==> src/rtl/wide_spm_preload_pkg.sv <==
// Shared types and constants for the wide SPM preload path.
package wide_spm_preload_pkg;
  localparam int SPM_WORD_BYTES = 64;
  localparam int SPM_WORD_W     = SPM_WORD_BYTES * 8;

  typedef logic [SPM_WORD_W-1:0]     wide_word_t;
  typedef logic [SPM_WORD_BYTES-1:0] wide_be_t;

  typedef enum logic [1:0] {
    IDLE  = 2'd0,
    FILL  = 2'd1,
    WRITE = 2'd2,
    DONE  = 2'd3
  } preload_state_e;
endpackage

==> src/rtl/wide_spm_byte_packer.sv <==
// Packs bytes little-endian into one SRAM word, tracking which lanes hold data.
module wide_spm_byte_packer #(
  parameter int WordBytes = 64
) (
  input  logic                   clk_i,
  input  logic                   rst_i,
  input  logic                   accept_i,
  input  logic [7:0]             byte_i,
  input  logic                   flush_i,
  input  logic                   clear_i,
  output logic                   full_o,
  output logic                   partial_o,
  output logic [WordBytes*8-1:0] data_o,
  output logic [WordBytes-1:0]   be_o
);
  localparam int CntW = $clog2(WordBytes + 1);

  logic [CntW-1:0]        cnt_q, cnt_d;
  logic [WordBytes*8-1:0] data_q, data_d;
  logic [WordBytes-1:0]   be_q, be_d;

  assign full_o    = accept_i && (cnt_q == CntW'(WordBytes - 1));
  // A byte landing in the same cycle as the flush counts toward the partial word.
  assign partial_o = flush_i && ((cnt_q != '0) || accept_i);
  assign data_o    = data_q;
  assign be_o      = be_q;

  always_comb begin
    cnt_d  = cnt_q;
    data_d = data_q;
    be_d   = be_q;
    if (clear_i) begin
      cnt_d  = '0;
      data_d = '0;
      be_d   = '0;
    end else if (accept_i) begin
      cnt_d = cnt_q + 1'b1;
      for (int k = 0; k < WordBytes; k++) begin
        if (cnt_q == CntW'(k)) begin
          data_d[k*8 +: 8] = byte_i;
          be_d[k]          = 1'b1;
        end
      end
    end
  end

  always_ff @(posedge clk_i) begin
    if (rst_i) begin
      cnt_q  <= '0;
      data_q <= '0;
      be_q   <= '0;
    end else begin
      cnt_q  <= cnt_d;
      data_q <= data_d;
      be_q   <= be_d;
    end
  end
endmodule

==> src/rtl/wide_spm_preload_ctrl.sv <==
// Sequences byte-stream preload of the wide SPM: fill a word, write it, advance address.
module wide_spm_preload_ctrl
  import wide_spm_preload_pkg::*;
#(
  parameter int SramDepth = 16384,
  parameter int WordBytes = SPM_WORD_BYTES,
  parameter int AddrWidth = $clog2(SramDepth)
) (
  input  logic                   clk_i,
  input  logic                   rst_i,
  input  logic                   start_i,
  input  logic [AddrWidth-1:0]   base_addr_i,
  input  logic [AddrWidth:0]     num_words_i,
  input  logic                   flush_i,
  input  logic                   byte_valid_i,
  input  logic [7:0]             byte_i,
  output logic                   byte_ready_o,
  output logic                   mem_req_o,
  output logic                   mem_we_o,
  output logic [AddrWidth-1:0]   mem_addr_o,
  output logic [WordBytes*8-1:0] mem_wdata_o,
  output logic [WordBytes-1:0]   mem_be_o,
  input  logic                   mem_gnt_i,
  output logic                   busy_o,
  output logic                   done_o,
  output logic                   wrapped_o
);
  preload_state_e       state_q, state_d;
  logic [AddrWidth-1:0] addr_q, addr_d;
  logic [AddrWidth:0]   num_q, num_d, wcnt_q, wcnt_d;
  logic                 wrapped_q, wrapped_d;
  logic                 accept, pk_full, pk_partial, pk_clear;

  assign accept = byte_valid_i && byte_ready_o;

  wide_spm_byte_packer #(.WordBytes(WordBytes)) u_packer (
    .clk_i     (clk_i),
    .rst_i     (rst_i),
    .accept_i  (accept),
    .byte_i    (byte_i),
    .flush_i   (flush_i),
    .clear_i   (pk_clear),
    .full_o    (pk_full),
    .partial_o (pk_partial),
    .data_o    (mem_wdata_o),
    .be_o      (mem_be_o)
  );

  always_comb begin
    state_d      = state_q;
    addr_d       = addr_q;
    num_d        = num_q;
    wcnt_d       = wcnt_q;
    wrapped_d    = wrapped_q;
    byte_ready_o = 1'b0;
    mem_req_o    = 1'b0;
    done_o       = 1'b0;
    pk_clear     = 1'b0;
    unique case (state_q)
      IDLE: if (start_i) begin
        addr_d    = base_addr_i;
        num_d     = num_words_i;
        wcnt_d    = '0;
        wrapped_d = 1'b0;
        state_d   = (num_words_i == '0) ? DONE : FILL;
      end
      FILL: begin
        byte_ready_o = 1'b1;
        if (pk_full || pk_partial) state_d = WRITE;
      end
      WRITE: begin
        mem_req_o = 1'b1;
        if (mem_gnt_i) begin
          pk_clear = 1'b1;
          // Explicit compare keeps non-power-of-two depths correct.
          if (addr_q == AddrWidth'(SramDepth - 1)) begin
            addr_d    = '0;
            wrapped_d = 1'b1;
          end else begin
            addr_d = addr_q + 1'b1;
          end
          wcnt_d  = wcnt_q + 1'b1;
          state_d = (wcnt_d == num_q) ? DONE : FILL;
        end
      end
      DONE: begin
        done_o  = 1'b1;
        state_d = IDLE;
      end
      default: state_d = IDLE;
    endcase
  end

  always_ff @(posedge clk_i) begin
    if (rst_i) begin
      state_q   <= IDLE;
      addr_q    <= '0;
      num_q     <= '0;
      wcnt_q    <= '0;
      wrapped_q <= 1'b0;
    end else begin
      state_q   <= state_d;
      addr_q    <= addr_d;
      num_q     <= num_d;
      wcnt_q    <= wcnt_d;
      wrapped_q <= wrapped_d;
    end
  end

  assign mem_we_o   = mem_req_o;
  assign mem_addr_o = addr_q;
  assign busy_o     = (state_q != IDLE);
  assign wrapped_o  = wrapped_q;
endmodule
==> config.mk <==
export PLATFORM = sky130hd
export DESIGN_NAME = wide_spm_preload_ctrl
export DESIGN_NICKNAME = d
export VERILOG_FILES = /design/src/rtl/wide_spm_preload_pkg.sv /design/src/rtl/wide_spm_byte_packer.sv /design/src/rtl/wide_spm_preload_ctrl.sv
export SDC_FILE = /design/constraint.sdc
export NUM_CORES = 1
export LEC_CHECK = 0
export ABC_AREA = 1
export BUFFER_PORTS_ARGS = -buffer_cell sky130_fd_sc_hd__buf_2
export CAP_MARGIN = 5
export CORE_AREA = 2 2 252 254
export DETAILED_ROUTE_END_ITERATION = 7
export DIE_AREA = 0 0 254 256
export GPL_TIMING_DRIVEN = 0
export SLEW_MARGIN = 30
export SYNTH_ARGS = -nofsm -noshare
export SYNTH_HDL_FRONTEND = slang
export SYNTH_SLANG_ARGS = --single-unit
==> constraint.sdc <==
create_clock -name clk_i -period 2.1 [get_ports clk_i]
set_input_delay 0.21 -clock clk_i [delete_from_list [all_inputs] [get_ports clk_i]]
set_output_delay 0.21 -clock clk_i [all_outputs]
set_load 0.05 [all_outputs]
# Yosys cells after proc, flatten, opt, wreduce, memory -nomap -nowiden
# Cells that the tools add are included.
# classes
reduce_logical	80
mux	22
n_eq_ne	72
add_sub_neg	3
# op_table
cell	count
equality test 7 x 6 -> 1 bit (second input constant)	32
AND reduction 2 bit	65
equality test 7 x 5 -> 1 bit (second input constant)	16
equality test 7 x 4 -> 1 bit (second input constant)	8
two-way mux 14 bit	3
two-way mux 15 bit	2
case mux 15 bit (2 select lines)	1
equality test 7 x 3 -> 1 bit (second input constant)	4
case mux 14 bit (2 select lines)	1
adder 15 x 1 -> 15 bit (second input constant)	1
equality test 15 bit	1
zero test 15 bit	1
adder 14 x 1 -> 14 bit (second input constant)	1
equality test 14 bit (second input constant)	1
equality test 7 x 2 -> 1 bit (second input constant)	2
two-way mux 2 bit	5
two-way mux 1 bit	8
inequality test 2 bit (second input constant)	4
case mux 2 bit (4 select lines)	1
adder 7 x 1 -> 7 bit (second input constant)	1
equality test 7 x 1 -> 1 bit (second input constant)	1
zero test 7 bit	1
nonzero test 7 bit	1
AND reduction 3 bit	2
other kinds (9)	14
# word_totals
out_inout_bits	596
reg_bits	630

# Depth between registers and ports, before layout
# depth
word_depth	8
mapped_depth	13
depth_no_buf	13

# By module
# A second synthesis with hierarchy kept.
# unflattened
cells_unflattened	3427
hier_area_um2	24667.4
# by_module_without_submodules
module	area_per_inst_um2	n_inst	cells_per_inst
wide_spm_byte_packer	21818.4	1	2995
wide_spm_preload_ctrl	2849.0	1	432

# Worst setup path after synthesis
# OpenSTA, ideal clock, no wires.
# synth_path
path_type	register to register
startpoint	register addr_q[0] (netlist: mem_addr_o[0])
endpoint	register addr_q[9] (netlist: mem_addr_o[9])
path_stages_with_launch	10
path_slack_ps	-115
t_arrival_ps	2097
path_buffers	0
t_required_ps	1982
setup_ps	118
synth_period_minus_slack_ps	2215
cell_sequence	dfxtp_1 > ha_1 > nand3_1 > nor2_1 > nand3_1 > nor2_1 > nand4_1 > and2_1 > a31oi_1 > nor2_1
# synth_via
elab_chain_len	4
word_cells_on_any_way	5
# synth_rtl
item	line	text
start: declaration	wide_spm_preload_ctrl.sv:29	logic [AddrWidth-1:0] addr_q, addr_d;
start signal: assignment	wide_spm_preload_ctrl.sv:103	addr_q <= addr_d;
adder 14 x 1 -> 14 bit / equality test 14 bit (equally long branches)	wide_spm_preload_ctrl.sv:80, wide_spm_preload_ctrl.sv:76	
two-way mux 14 bit (*)	wide_spm_preload_ctrl.sv:76	if (addr_q == AddrWidth'(SramDepth - 1)) begin
two-way mux 14 bit (*)	wide_spm_preload_ctrl.sv:73	if (mem_gnt_i) begin
case mux 14 bit (2 select lines) (*)	wide_spm_preload_ctrl.sv:59	unique case (state_q)
# Mark *: on every way between the ends. The rest lies on a longest branch, timed or not. The select of a mux whose other input is x is not followed.
# A chain may end at the register's enable or synchronous reset.

# Worst setup path after layout
# layout_path
startpoint	register state_q[1]
endpoint	register u_packer.data_q[455] (netlist: u_packer.data_o[455])
# layout_via
elab_chain_len	4
word_cells_on_any_way	7
# layout_rtl
item	line	text
start: declaration	wide_spm_preload_ctrl.sv:28	preload_state_e state_q, state_d;
start signal: assignment	wide_spm_preload_ctrl.sv:102	state_q <= state_d;
equality test 2 x 1 -> 1 bit	wide_spm_preload_ctrl.sv:59	
two-way mux 1 bit	wide_spm_preload_ctrl.sv:59	
logical AND 1 bit	wide_spm_preload_ctrl.sv:34	assign accept = byte_valid_i && byte_ready_o;
AND reduction 2 bit (no line)	-	
end signal: assignment	wide_spm_byte_packer.sv:54	data_q <= data_d;
end: declaration	wide_spm_byte_packer.sv:19	logic [WordBytes*8-1:0] data_q, data_d;
# Parallel ways exist; a longest one is shown, timed or not.

==> reports/metrics.yaml <==
sta:
  period_needed_ps: 2050
  grt_setup_unrepaired: "yes"
  period_share_pct: 97.4
  fin_worst_skew_ps: 27.7
  worst_pin_slew_ps: 1010
  hold_viol: 0
  setup_viol: 0
  fin_setup_tns_ps: 0
  slew_headroom_pct: 32.9
  timing.fmax_ghz: 0.489
  drv_slew: 0
floorplan:
  num_rows: 92
  start_util_pct: 35.3
  chipHeight_um: 256
  pin_count: 639
  dieArea_mm2: 0.0650
  fp.coreArea_mm2: 0.0624
  die_x_um: 254
clock_network:
  clk_pin_slew_ps: 60
  cts_tree: "yes"
  clockBufferDepth: 3
  ctsHtreeMaxLevel: 3
  insertion_delay_ps: 620
  cts.sinks: 630
  cts_inserted_buffers: 70
  cts_root_buf: "clkbuf_16"
power_and_ir_drop:
  p_leak_nw: 13.7
  peakVddDrop_mv: 0.639
  powerDensity_mw_per_mm2: 960
global_routing:
  grt_pass1_vias: 20200
  grt_pass1_wl_um: 136000
  grt_overflow: 0
  grt_use_total_pct: 28.0
  antenna_found_initial: 3
  grt_max_degree: 15
place:
  dpl.cell_count: 4022
  routabilityCongestion: 0.932
  hpwl_um: 67600
  port_buffers: 638
synthesis:
  synth_top_cells_by_area: "dfxtp_1 (57%), a21oi_1 (11%), o21ai_0 (11%), nor2_1 (4.9%), a211oi_1 (2.3%)"
  synth_edf_count: 0
  netlist-cell-type-count: 40
  syn_area_mm2: 0.0220
  syn-instance-count: 2538
  synth_compound_area_share_pct: 25.1
  syn-mean-instance-area_um2: 8.67
  ys_seq_area_share_pct: 57.3
  synth_top_family_by_area: "compound AO/OA/AOI/OAI gates"
  synth_top_area_share_pct: 57.3
  ys_ff_latch: 630
  synthAdderAreaFrac_pct: 0.341
  synth_mux_area_share_pct: 0
  yosys.area.top_type: "dfxtp_1"
  synthArstFlopShare_pct: 0
  synth_flop_cell: "dfxtp_1"
  synthesis.nets: 2587
  synth-xor-area-share_pct: 0.409
  ys_warn_count: 0
  synthSimpleGateAreaFrac_pct: 10.8
detailed_routing:
  wl_per_cell_um: 22.4
  vias_per_cell: 5.12
  vias: 21700
  ant_nets: 0
  drc: 0
  firstDrtPassIters: 7
  drt_iter0_drc: 1572
  finalWirelength_um: 95000
worst_setup_path:
  crit_buf_inv: 5
  startpoint_type: "flop"
  r2r-start: "state_q[1]$_SDFFE_PP0P_"
  crit_path_end_kind: "flop"
  slowest_stage: "dfxtp_4"
  critPathTopFamily: "simple AND/OR/NAND/NOR gates"
  worstReg2RegEnd: "u_packer.data_o[455]$_SDFFE_PP0P_"
  critPathMaxStageDelay_ps: 370
  endpoint: "u_packer.data_o[455]$_SDFFE_PP0P_"
  critPathMaxFanout: 10
  cp.required_ps: 2630
  rrSetupSlack_ps: 50
  critical_path_class: "reg2reg"
  worstSetupStartpoint: "state_q[1]$_SDFFE_PP0P_"
  cp.arrival_ps: 2580
  crit_cells: 11
  cp_common_cell: "inv_2"
  reg2reg_depth: 11
  crit_path_cell_trace: "inv_4, nand2_8, nor2_8, inv_2, buf_6, nor2_1, inv_2, nor2_2, buf_4, o21ai_0, a21oi_1"
final_layout:
  fillers: 6100
  diodes: 0
  instances_no_fill: 4234
  final_cell_mix: "buf_2 (664), dfxtp_1 (626), a21oi_1 (491)"
  nNetsFinal: 3385
  drive_above_1_share_pct: 31.0
  layout.cells.most_common: "buf_2"
  fin_util_pct: 48.1
  seqCellArea_mm2: 0.0126
  area_growth_pct: 36.3
  multi_input_comb_area_mm2: 0.00843
hold_path:
  hold_class: "in2reg"
  hold_depth: 3
status:
  outcome: "finished, final reports clean"
run:
  drv_cap: 0
[kinds of logic (layout without fill, tap and decap cells)]
logic type                 Yosys count  in the layout
AOI/OAI and AO/OA                 1063           1063
buffers and inverters              303           1152
adders and majority gates            6              6
xor gates and xnor gates             7              7
and+or+nand+nor                    529            530
DFF                                630            630
[state kept, by name, indices dropped and copies added (netlist names)]
| register | flops |
|---|---|
| u_packer.data_o | 512 |
| u_packer.be_o | 64 |
| num_q | 15 |
| wcnt_q | 15 |
| mem_addr_o | 14 |
| u_packer.cnt_q | 7 |
| state_q | 2 |
| wrapped_o | 1 |
[cells in the mapped netlist (8+ instances only)]
master,count
nand3_1,47
nor2_4,21
nor2_1,285
a21oi_1,491
a31oi_1,10
buf_4,29
o21ai_0,484
nand2_1,123
nor3_1,8
buf_2,40
nor2_2,19
inv_2,23
inv_1,81
a211oi_1,66
dfxtp_1,630
clkbuf_1,124
[per-stage QoR]
| stage | power, mW | hold slack (ps) | cell area (µm²) | setup WS (ps) |
|---|---|---|---|---|
| after global placement | 15.9 | 431 | 26300 | -1240 |
| final | 28.8 | 22.9 | 30000 | 53.9 |
| after CTS | 28.9 | 13.7 | 29400 | -22.8 |
| after global routing | 29.7 | 26.4 | 30000 | -37.0 |
| after floorplan | 14.7 | 338 | 22000 | 69.7 |
| after detailed placement | 15.9 | 436 | 26300 | -1140 |
[power by group]
group / leakage, nW / total, mW / switching, mW / internal (mW)
clock network: 1.18 / 12.8 / 5.28 / 7.52
registers: 5.08 / 12.5 / 0.267 / 12.2
logic: 7.46 / 3.51 / 2.60 / 0.913
total: 13.7 / 28.8 / 8.15 / 20.6
[worst register-to-register path: stages (launching register included)]
cell     delay, ps
dfxtp_4        370
inv_4          100
nand2_8        100
nor2_8         220
inv_2          100
buf_6          150
nor2_1         130
inv_2          110
nor2_2         270
buf_4          230
o21ai_0         80
a21oi_1        110
[how the worst min path moves through the flow]
stage                                      startpoint                                 to  slack (ps)
finish                                      byte_i[6]  u_packer.data_o[510]$_SDFFE_PP0P_          20
global route                                byte_i[6]  u_packer.data_o[510]$_SDFFE_PP0P_          30
CTS                                         byte_i[7]  u_packer.data_o[511]$_SDFFE_PP0P_          10
detailed placement  u_packer.data_o[509]$_SDFFE_PP0P_  u_packer.data_o[509]$_SDFFE_PP0P_         440
global placement    u_packer.data_o[510]$_SDFFE_PP0P_  u_packer.data_o[510]$_SDFFE_PP0P_         430
floorplan                              num_words_i[4]              num_q[4]$_SDFFE_PP0P_         340
[area by class of cell]
class | count | area share [%]
repair buffers | 727 | 13.3
multi-input cells | 1606 | 28.1
flip-flops and latches | 630 | 42.1
well taps | 846 | 3.53
clock buffers | 95 | 6.69
clock inverters | 29 | 1.26
plain buffers | 197 | 3.68
inverters | 104 | 1.33
[per-layer routing]
layer | vias to the layer above | GRT usage (%) | wire (µm)
met5 | - | 0 | 0
met1 | 10300 | 35.4 | 39800
met2 | 878 | 45.1 | 43900
met4 | 0 | 11.2 | 3690
met3 | 183 | 7.64 | 7580
li1 | 10300 | - | -
[repair_timing]
action	4_1_cts	5_1_grt
setup buffers	12	41
resized for setup	126	73
gates cloned	1	1
endpoints found under the hold margin	35	0
hold buffers	35	0
pin swaps	6	20
endpoints found under the setup margin	572	468
Note: power is estimated with default switching activity, not from simulation.
